<file path="src/rtl/rvc_fetch_pkg.sv">
// Shared types and helpers for the RV32IC fetch aligner.
package rvc_fetch_pkg;
  localparam int unsigned ILEN = 32;
  localparam int unsigned HW   = 16;
  localparam logic [31:0] WORD_MASK = ~32'h3;

  typedef logic [HW-1:0] halfword_t;

  // Number of halfwords moved into or out of the buffer in one cycle.
  typedef enum logic [1:0] {
    MOVE_NONE = 2'd0,
    MOVE_ONE  = 2'd1,
    MOVE_TWO  = 2'd2
  } hw_move_e;

  function automatic logic is_compressed(input halfword_t hw);
    return hw[1:0] != 2'b11;
  endfunction
endpackage

</file>
<file path="src/rtl/rvc_fetch_aligner_hw_queue.sv">
// Circular halfword FIFO: up to two pushes and two pops per cycle, head exposed as hw0/hw1.
module rvc_hw_queue
  import rvc_fetch_pkg::*;
#(
  parameter int unsigned DEPTH = 4
) (
  input  logic                       clk,
  input  logic                       rst,
  input  logic                       flush,
  input  hw_move_e                   push,
  input  halfword_t                  push_hw0,
  input  halfword_t                  push_hw1,
  input  hw_move_e                   pop,
  output logic [$clog2(DEPTH+1)-1:0] count,
  output halfword_t                  hw0,
  output halfword_t                  hw1
);
  localparam int unsigned PW = $clog2(DEPTH);
  localparam int unsigned CW = $clog2(DEPTH + 1);
  localparam logic [PW+1:0] DEPTH_W = DEPTH[PW+1:0];

  halfword_t     mem [DEPTH];
  logic [PW-1:0] rd_ptr;
  logic [PW-1:0] wr_ptr;
  logic [1:0]    push_n;
  logic [1:0]    pop_n;

  // Pointer advance modulo DEPTH; DEPTH need not be a power of two.
  function automatic logic [PW-1:0] wrap_add(input logic [PW-1:0] p, input logic [1:0] n);
    logic [PW+1:0] s;
    s = {2'b00, p} + {{PW{1'b0}}, n};
    if (s >= DEPTH_W) s = s - DEPTH_W;
    return s[PW-1:0];
  endfunction

  assign push_n = push;
  assign pop_n  = pop;

  always_ff @(posedge clk) begin
    if (rst || flush) begin
      rd_ptr <= '0;
      wr_ptr <= '0;
      count  <= '0;
    end else begin
      rd_ptr <= wrap_add(rd_ptr, pop_n);
      wr_ptr <= wrap_add(wr_ptr, push_n);
      count  <= count + CW'(push_n) - CW'(pop_n);
    end
  end

  always_ff @(posedge clk) begin
    if (!rst && !flush) begin
      if (push_n != 2'd0) mem[wr_ptr] <= push_hw0;
      if (push_n == 2'd2) mem[wrap_add(wr_ptr, 2'd1)] <= push_hw1;
    end
  end

  assign hw0 = mem[rd_ptr];
  assign hw1 = mem[wrap_add(rd_ptr, 2'd1)];
endmodule

</file>
<file path="src/rtl/rvc_fetch_aligner.sv">
// RV32IC fetch stage: word fetches from imem, realigned into 16/32-bit instructions for decode.
module rvc_fetch_aligner
  import rvc_fetch_pkg::*;
#(
  parameter logic [31:0] RESET_PC = 32'h0,
  parameter int unsigned BUF_HW   = 4
) (
  input  logic        clk,
  input  logic        rst,
  input  logic        redirect_i,
  input  logic [31:0] redirect_pc_i,
  output logic        imem_req_o,
  output logic [31:0] imem_addr_o,
  input  logic        imem_gnt_i,
  input  logic        imem_rvalid_i,
  input  logic [31:0] imem_rdata_i,
  output logic        inst_valid_o,
  input  logic        inst_ready_i,
  output logic [31:0] inst_o,
  output logic [31:0] inst_pc_o,
  output logic        inst_compressed_o
);
  localparam int unsigned CW = $clog2(BUF_HW + 1);
  localparam logic [CW-1:0] REQ_LIMIT = CW'(BUF_HW - 2);

  logic [31:0]   fetch_pc;
  logic [31:0]   head_pc;
  logic          outstanding;
  logic          drop;
  logic          skip_low;
  logic [CW-1:0] count;
  halfword_t     hw0;
  halfword_t     hw1;
  halfword_t     push_hw0;
  hw_move_e      push;
  hw_move_e      pop;
  logic          granted;
  logic          rsp;
  logic          accept;
  logic          hw0_c;

  rvc_hw_queue #(.DEPTH(BUF_HW)) u_queue (
    .clk      (clk),
    .rst      (rst),
    .flush    (redirect_i),
    .push     (push),
    .push_hw0 (push_hw0),
    .push_hw1 (imem_rdata_i[31:16]),
    .pop      (pop),
    .count    (count),
    .hw0      (hw0),
    .hw1      (hw1)
  );

  // Only request when a full word is guaranteed to fit on return.
  assign imem_req_o  = !rst && !outstanding && !drop && (count <= REQ_LIMIT);
  assign imem_addr_o = fetch_pc;
  assign granted     = imem_req_o && imem_gnt_i;
  assign rsp         = imem_rvalid_i && outstanding;
  assign hw0_c       = is_compressed(hw0);

  always_comb begin
    inst_valid_o = 1'b0;
    inst_o       = '0;
    if (hw0_c && count >= CW'(1)) begin
      inst_valid_o = 1'b1;
      inst_o       = {16'h0, hw0};
    end else if (!hw0_c && count >= CW'(2)) begin
      inst_valid_o = 1'b1;
      inst_o       = {hw1, hw0};
    end
  end

  assign inst_pc_o         = head_pc;
  assign inst_compressed_o = inst_o[1:0] != 2'b11;
  assign accept            = inst_valid_o && inst_ready_i && !redirect_i;

  always_comb begin
    push     = MOVE_NONE;
    pop      = MOVE_NONE;
    push_hw0 = imem_rdata_i[15:0];
    if (rsp && !drop && !redirect_i) begin
      push = skip_low ? MOVE_ONE : MOVE_TWO;
      if (skip_low) push_hw0 = imem_rdata_i[31:16];
    end
    if (accept) pop = hw0_c ? MOVE_ONE : MOVE_TWO;
  end

  always_ff @(posedge clk) begin
    if (rst) begin
      fetch_pc    <= RESET_PC & WORD_MASK;
      head_pc     <= RESET_PC & ~32'h1;
      skip_low    <= RESET_PC[1];
      outstanding <= 1'b0;
      drop        <= 1'b0;
    end else begin
      if (granted) begin
        outstanding <= 1'b1;
        fetch_pc    <= fetch_pc + 32'd4;
      end else if (rsp) begin
        outstanding <= 1'b0;
        drop        <= 1'b0;
      end
      if (push != MOVE_NONE) skip_low <= 1'b0;
      if (accept) head_pc <= head_pc + (hw0_c ? 32'd2 : 32'd4);
      // Redirect overrides the updates above; drop covers a request still owed a response.
      if (redirect_i) begin
        fetch_pc <= redirect_pc_i & WORD_MASK;
        head_pc  <= redirect_pc_i & ~32'h1;
        skip_low <= redirect_pc_i[1];
        drop     <= granted || (outstanding && !imem_rvalid_i);
      end
    end
  end
endmodule

</file>
<file path="config.mk">
export PLATFORM = sky130hd
export DESIGN_NAME = rvc_fetch_aligner
export DESIGN_NICKNAME = d
export VERILOG_FILES = /design/src/rtl/rvc_fetch_pkg.sv /design/src/rtl/rvc_fetch_aligner_hw_queue.sv /design/src/rtl/rvc_fetch_aligner.sv
export SDC_FILE = /design/constraint.sdc
export NUM_CORES = 1
export LEC_CHECK = 0
export ABC_AREA = 1
export CORE_MARGIN = 3
export CORE_UTILIZATION = 53
export CTS_BUF_LIST = sky130_fd_sc_hd__clkbuf_4 sky130_fd_sc_hd__clkbuf_8 sky130_fd_sc_hd__clkbuf_16
export CTS_CLUSTER_SIZE = 20
export DETAILED_ROUTE_END_ITERATION = 10
export PLACE_DENSITY = 0.78
export REMOVE_ABC_BUFFERS = 1
export SLEW_MARGIN = 40
export SYNTH_ARGS = -nofsm -noshare
export SYNTH_HDL_FRONTEND = slang
export SYNTH_SLANG_ARGS = --single-unit
</file>
<file path="constraint.sdc">
create_clock -name clk -period 4.25 [get_ports clk]
set_clock_uncertainty 0.1 [all_clocks]
set_input_delay 1.0625 -clock clk [delete_from_list [all_inputs] [get_ports clk]]
set_output_delay 1.0625 -clock clk [all_outputs]
set_load 0.03 [all_outputs]
</file>
Word-level counts from Yosys, hierarchy flattened:

Memories as Yosys holds them, arrays and structs flattened. A register that Yosys moved wholly into a read port is not among the register bits.
Cells that the tools add are included.

* eq/ne operators: 4
* muxes and demuxes: 34
* $lt $le $gt $ge: 7
* bitwise logic cells: 0
* shift operators: 0
* multipliers: 0
* add/subtract/negate cells: 12
* reductions and logical operators: 29
* divide/modulo/power cells: 0

Operators by type and width (number)
* 32-bit two-way mux: 6
* 32-bit by 3-bit adder with 32-bit output: 1
* 32-bit by 3-bit adder with 32-bit output (second input constant): 1
* 16-bit two-way mux: 2
* 2-bit two-way mux: 11
* 1-bit two-way mux: 14
* 1-bit logical AND: 13
* 3-bit greater-or-equal comparator (second input constant): 4
* 2-bit nonzero test: 6
* 2-bit by 1-bit subtractor with 2-bit output (second input constant): 4
* 2-bit by 1-bit adder with 3-bit output (second input constant): 2
* 2-bit by 2-bit adder with 3-bit output: 2
* 1-bit zero test: 6
* 2-bit != test (second input constant): 3
* 3-bit by 2-bit adder with 3-bit output: 1
* 3-bit by 1-bit greater-or-equal comparator with 1-bit output (second input constant): 1
* 3-bit by 2-bit greater-or-equal comparator with 1-bit output (second input constant): 1
* 3-bit by 2-bit <= comparator with 1-bit output (second input constant): 1
* 3-bit two-way mux: 1
* 3-bit by 2-bit subtractor with 3-bit output: 1
* 2-bit equality test (second input constant): 1
* 1-bit logical OR: 2
* 2-bit AND reduction: 1
* 2-bit OR reduction: 1

* bits in read-only memories: 0
* register bits: 74
* bits in latches: 0
* output and inout bits: 99
* memories kept: 1
* memory bits (writable): 64

Memories
* u_queue.mem: words 4, width 16, rd ports 2, clocked after memory_dff 1, write ports 2, line rvc_fetch_aligner_hw_queue.sv:22 `halfword_t mem [DEPTH];`

Longest topological paths before layout:

* word-level depth: 12
* mapped depth: 20

Cells and area by module:

From an unflattened synthesis, not the netlist that was laid out.

* cells, all modules: 1450
* area total of the unflattened synthesis: 9336.5 µm²

By module, submodules not included
* rvc_fetch_aligner: seq. area each 1281.2 µm², instances 1, area each 4939.7 µm², cells an instance 874
* rvc_hw_queue: seq. area each 2062.0 µm², instances 1, area each 4396.7 µm², cells an instance 576

Worst setup path after synthesis:

OpenSTA, ideal clock, no wires.

* path kind: input -> register
* start: in redirect_i
* end: reg u_queue.count[2]
* setup time: 0.070 ns
* path slack: 0.896 ns
* stages on the path: 10
* buffers on the path: 2
* arrival: 3.184 ns
* path through: buf_6 > clkinv_1 > clkbuf_1 > nand4_1 > inv_1 > fa_1 > inv_1 > fa_1 > or2_2 > a21oi_1

* longest elaborated chain between the ends: 5
* elaborated cells on any way between the ends: 8
* classes of those cells: 2 x add/sub; 2 x mux; 4 x reduce/logical

Ends and longest elaborated chain
* start: declaration: line rvc_fetch_aligner.sv:10 `input logic redirect_i,`
* 1-bit zero test: line rvc_fetch_aligner.sv:76, rvc_fetch_aligner.sv:82
* 1-bit logical AND: line rvc_fetch_aligner.sv:82 `if (rsp && !drop && !redirect_i) begin`
* 2-bit two-way mux: line rvc_fetch_aligner.sv:82
* 3-bit by 2-bit adder with 3-bit output: line rvc_fetch_aligner_hw_queue.sv:47 `count <= count + CW'(push_n) - CW'(pop_n);`
* 3-bit by 2-bit subtractor with 3-bit output: line rvc_fetch_aligner_hw_queue.sv:47
* end signal: assignment: line rvc_fetch_aligner_hw_queue.sv:47
* end: declaration: line rvc_fetch_aligner_hw_queue.sv:14 `output logic [$clog2(DEPTH+1)-1:0] count,`

Several ways; a longest one is shown, not always the timed one.
A chain may end at the register's enable or synchronous reset.

==> impl_metrics.tcl <==
set metrics [dict create \
    outcome "finished, final reports clean" \
    drt-total-wl_microns 27600 \
    ant_nets 0 \
    io_buffers 164 \
    grt_first_pass_wirelength_microns 42700 \
    drtPass1Iterations 5 \
    finalHoldViolCount 0 \
    post-route-cell-area_sq_mm 0.0112 \
    route.met3.wl_microns 1810 \
    htreeDepth 4 \
    ctsRootBufferMaster "clkbuf_16" \
    post-place-cells 1592 \
    vias_per_cell 5.57 \
    clk_pin_slew_ps 60 \
    syn_avg_cell_area_sq_um 7.09 \
    ys_seq_area_frac 0.377 \
    layout_commonest_cell "nand2_1" \
    fp.dieW_microns 135 \
    antenna_found_initial 0 \
    die-area_sq_mm 0.0183 \
    diodes 0 \
    num_rows 46 \
    num_io_pins 169 \
    layout_setup_ws_ps 175 \
    drc 0 \
    ys_seq_elements 135 \
    clock_path_buffers 2 \
    start_util 0.551 \
    drtIter0Drc 817 \
    start_kind "flop" \
    critical_path_class "reg -> out" \
    final_cell_mix "399 x nand2_1, 136 x clkdlybuf4s50_1, 118 x nor2_1" \
    instances_no_fill 1624 \
    period_needed_ps 4070 \
    hold_buffers 0 \
    met1_length_microns 11100 \
    cts_tree "built" \
    vias 9043 \
    setup_viol 0 \
    ys_warn_count 0 \
    grt_overflow_total 0 \
    leakagePower_nw 4.56 \
    arrival_ps 2910 \
    end_kind "output port" \
    postCtsSetupBuffers 0 \
    clock_latency_ps 420 \
    top_layer "met4" \
    final_layout_size_suffix_gt1_frac 0.103 \
    finalSetupTns_ps 0 \
    cts_buffers 17 \
    grt_util_all_layers 0.297 \
    hp-class "reg -> reg" \
    path_max_fanout 16 \
    wl_per_cell_microns 17.0 \
    hpwl_microns 19200 \
    finalNetCount 1475 \
    yosys.area.top_type_share 0.216 \
    maxSlewViolCount 0 \
    rsz0062_at_grt "false" \
    synth.area.top_cells "edfxtp_1 22%, nand2_1 17%, dfxtp_1 16%" \
    grt_pass1_vias 8219 \
    p_per_area_mw_per_mm2 316 \
    route.met2.wl_microns 13700 \
    clock.fmax_ghz 0.245 \
    synth_cell_types 42 \
    synth_top_flop_cell "dfxtp_1" \
    syn-instance-count 1252 \
    synthToLayoutAreaGrowth_pct 26.3 \
    tightest_slew_ps 791 \
    async_reset_ff_frac 0 \
    syn-cell-area_sq_mm 0.00888 \
    cap_violations 0 \
    core_sq_mm 0.0161 \
    ir_worst_vdd_v 0.000284 \
    synth-edff-count 64 \
    place_ws_ps 464 \
    grt_max_degree 58 \
    yosys.area.top_type "edfxtp_1" \
    gp_congestion 0.947 \
    worstPathRequired_ps 3090 \
    cts.sinks 135 \
    place_area_sq_mm 0.0106 \
    die-height_microns 135 \
    hold_slack_ps 411 \
    slew_headroom 0.473 \
    post-route-period-util 0.959 \
]
## critical path: stages, from the launching register on
cell,delay (ps)
dfxtp_1,460
inv_1,200
nand3_1,160
nand2_1,110
nand2_2,120
nand2_1,70
nand2_2,150
inv_2,220
a21oi_1,280
clkdlybuf4s50_1,720
## layout make-up
class | instances | area, sq um
Sequential cell | 135 | 3340
Clock inverter | 14 | 183
Fill cell | 1397 | 4900
Inverter | 96 | 360
Multi-Input combinational cell | 961 | 4840
Clock buffer | 18 | 433
Tap cell | 216 | 270
Timing Repair Buffer | 184 | 1780
## repair_timing
item	CTS	global route
setup endpoints to repair	0	12
hold endpoints to repair	0	0
gates resized for setup	0	8
## worst paths after layout
check,start,end,slack [ps],depth (start not counted)
worst max-delay path,u_queue.rd_ptr[1],inst_o[0],180,9
worst min-delay path,drop,drop,410,2
worst max register to register,u_queue.rd_ptr[1],u_queue.count[2],1310,12
worst min register to register,drop,drop,410,2
## registers in the layout, summed over array words and instances (netlist names)
signal,cells
u_queue.rd_ptr,2
outstanding,1
u_queue.mem,64
u_queue.count,3
skip_low,1
imem_addr_o,30
inst_pc_o,31
drop,1
u_queue.wr_ptr,2
## metal layers
metal	vias up	global-route usage
met2	388	0.514
met4	0	0.133
met3	54	0.0457
met5	-	0
li1	4459	-
met1	4142	0.365
## through the flow
step,power [mW],util
floorplan,1.76,-
global placement,1.99,0.656
detailed placement,2.00,0.656
CTS,3.55,0.694
global route,3.65,0.696
finish,3.54,0.696
## Yosys cell counts, types with 5 or more instances
cell	count
nand2_1	399
inv_2	5
dfxtp_1	71
a211oi_1	14
a221oi_1	6
a21oi_1	53
o21ai_0	76
inv_1	90
nor3_1	13
a31oi_1	15
nor2_2	5
nand2_2	26
nand3b_1	11
xor2_1	27
edfxtp_1	64
o21a_1	16
o21ai_1	12
ha_1	7
nand3_1	68
o22ai_1	31
xnor2_1	7
buf_4	7
a21oi_2	21
a221oi_2	8
buf_2	14
nand4_1	8
nor2_1	118
clkbuf_1	34
## cells by family after synthesis
logic type / share of synthesized area
compound gates: 0.182
xor+xnor: 0.0335
fa+ha+maj: 0.0166
buf+inv: 0.0789
flops: 0.377
other cells: 0.000422
simple gates: 0.312
## power by group
part | switching [mW] | total, mW | internal (mW)
sequential | 0.0617 | 1.46 | 1.40
clock | 0.577 | 1.56 | 0.981
combinational | 0.304 | 0.516 | 0.211
Note: power is estimated with default switching activity, not from simulation.
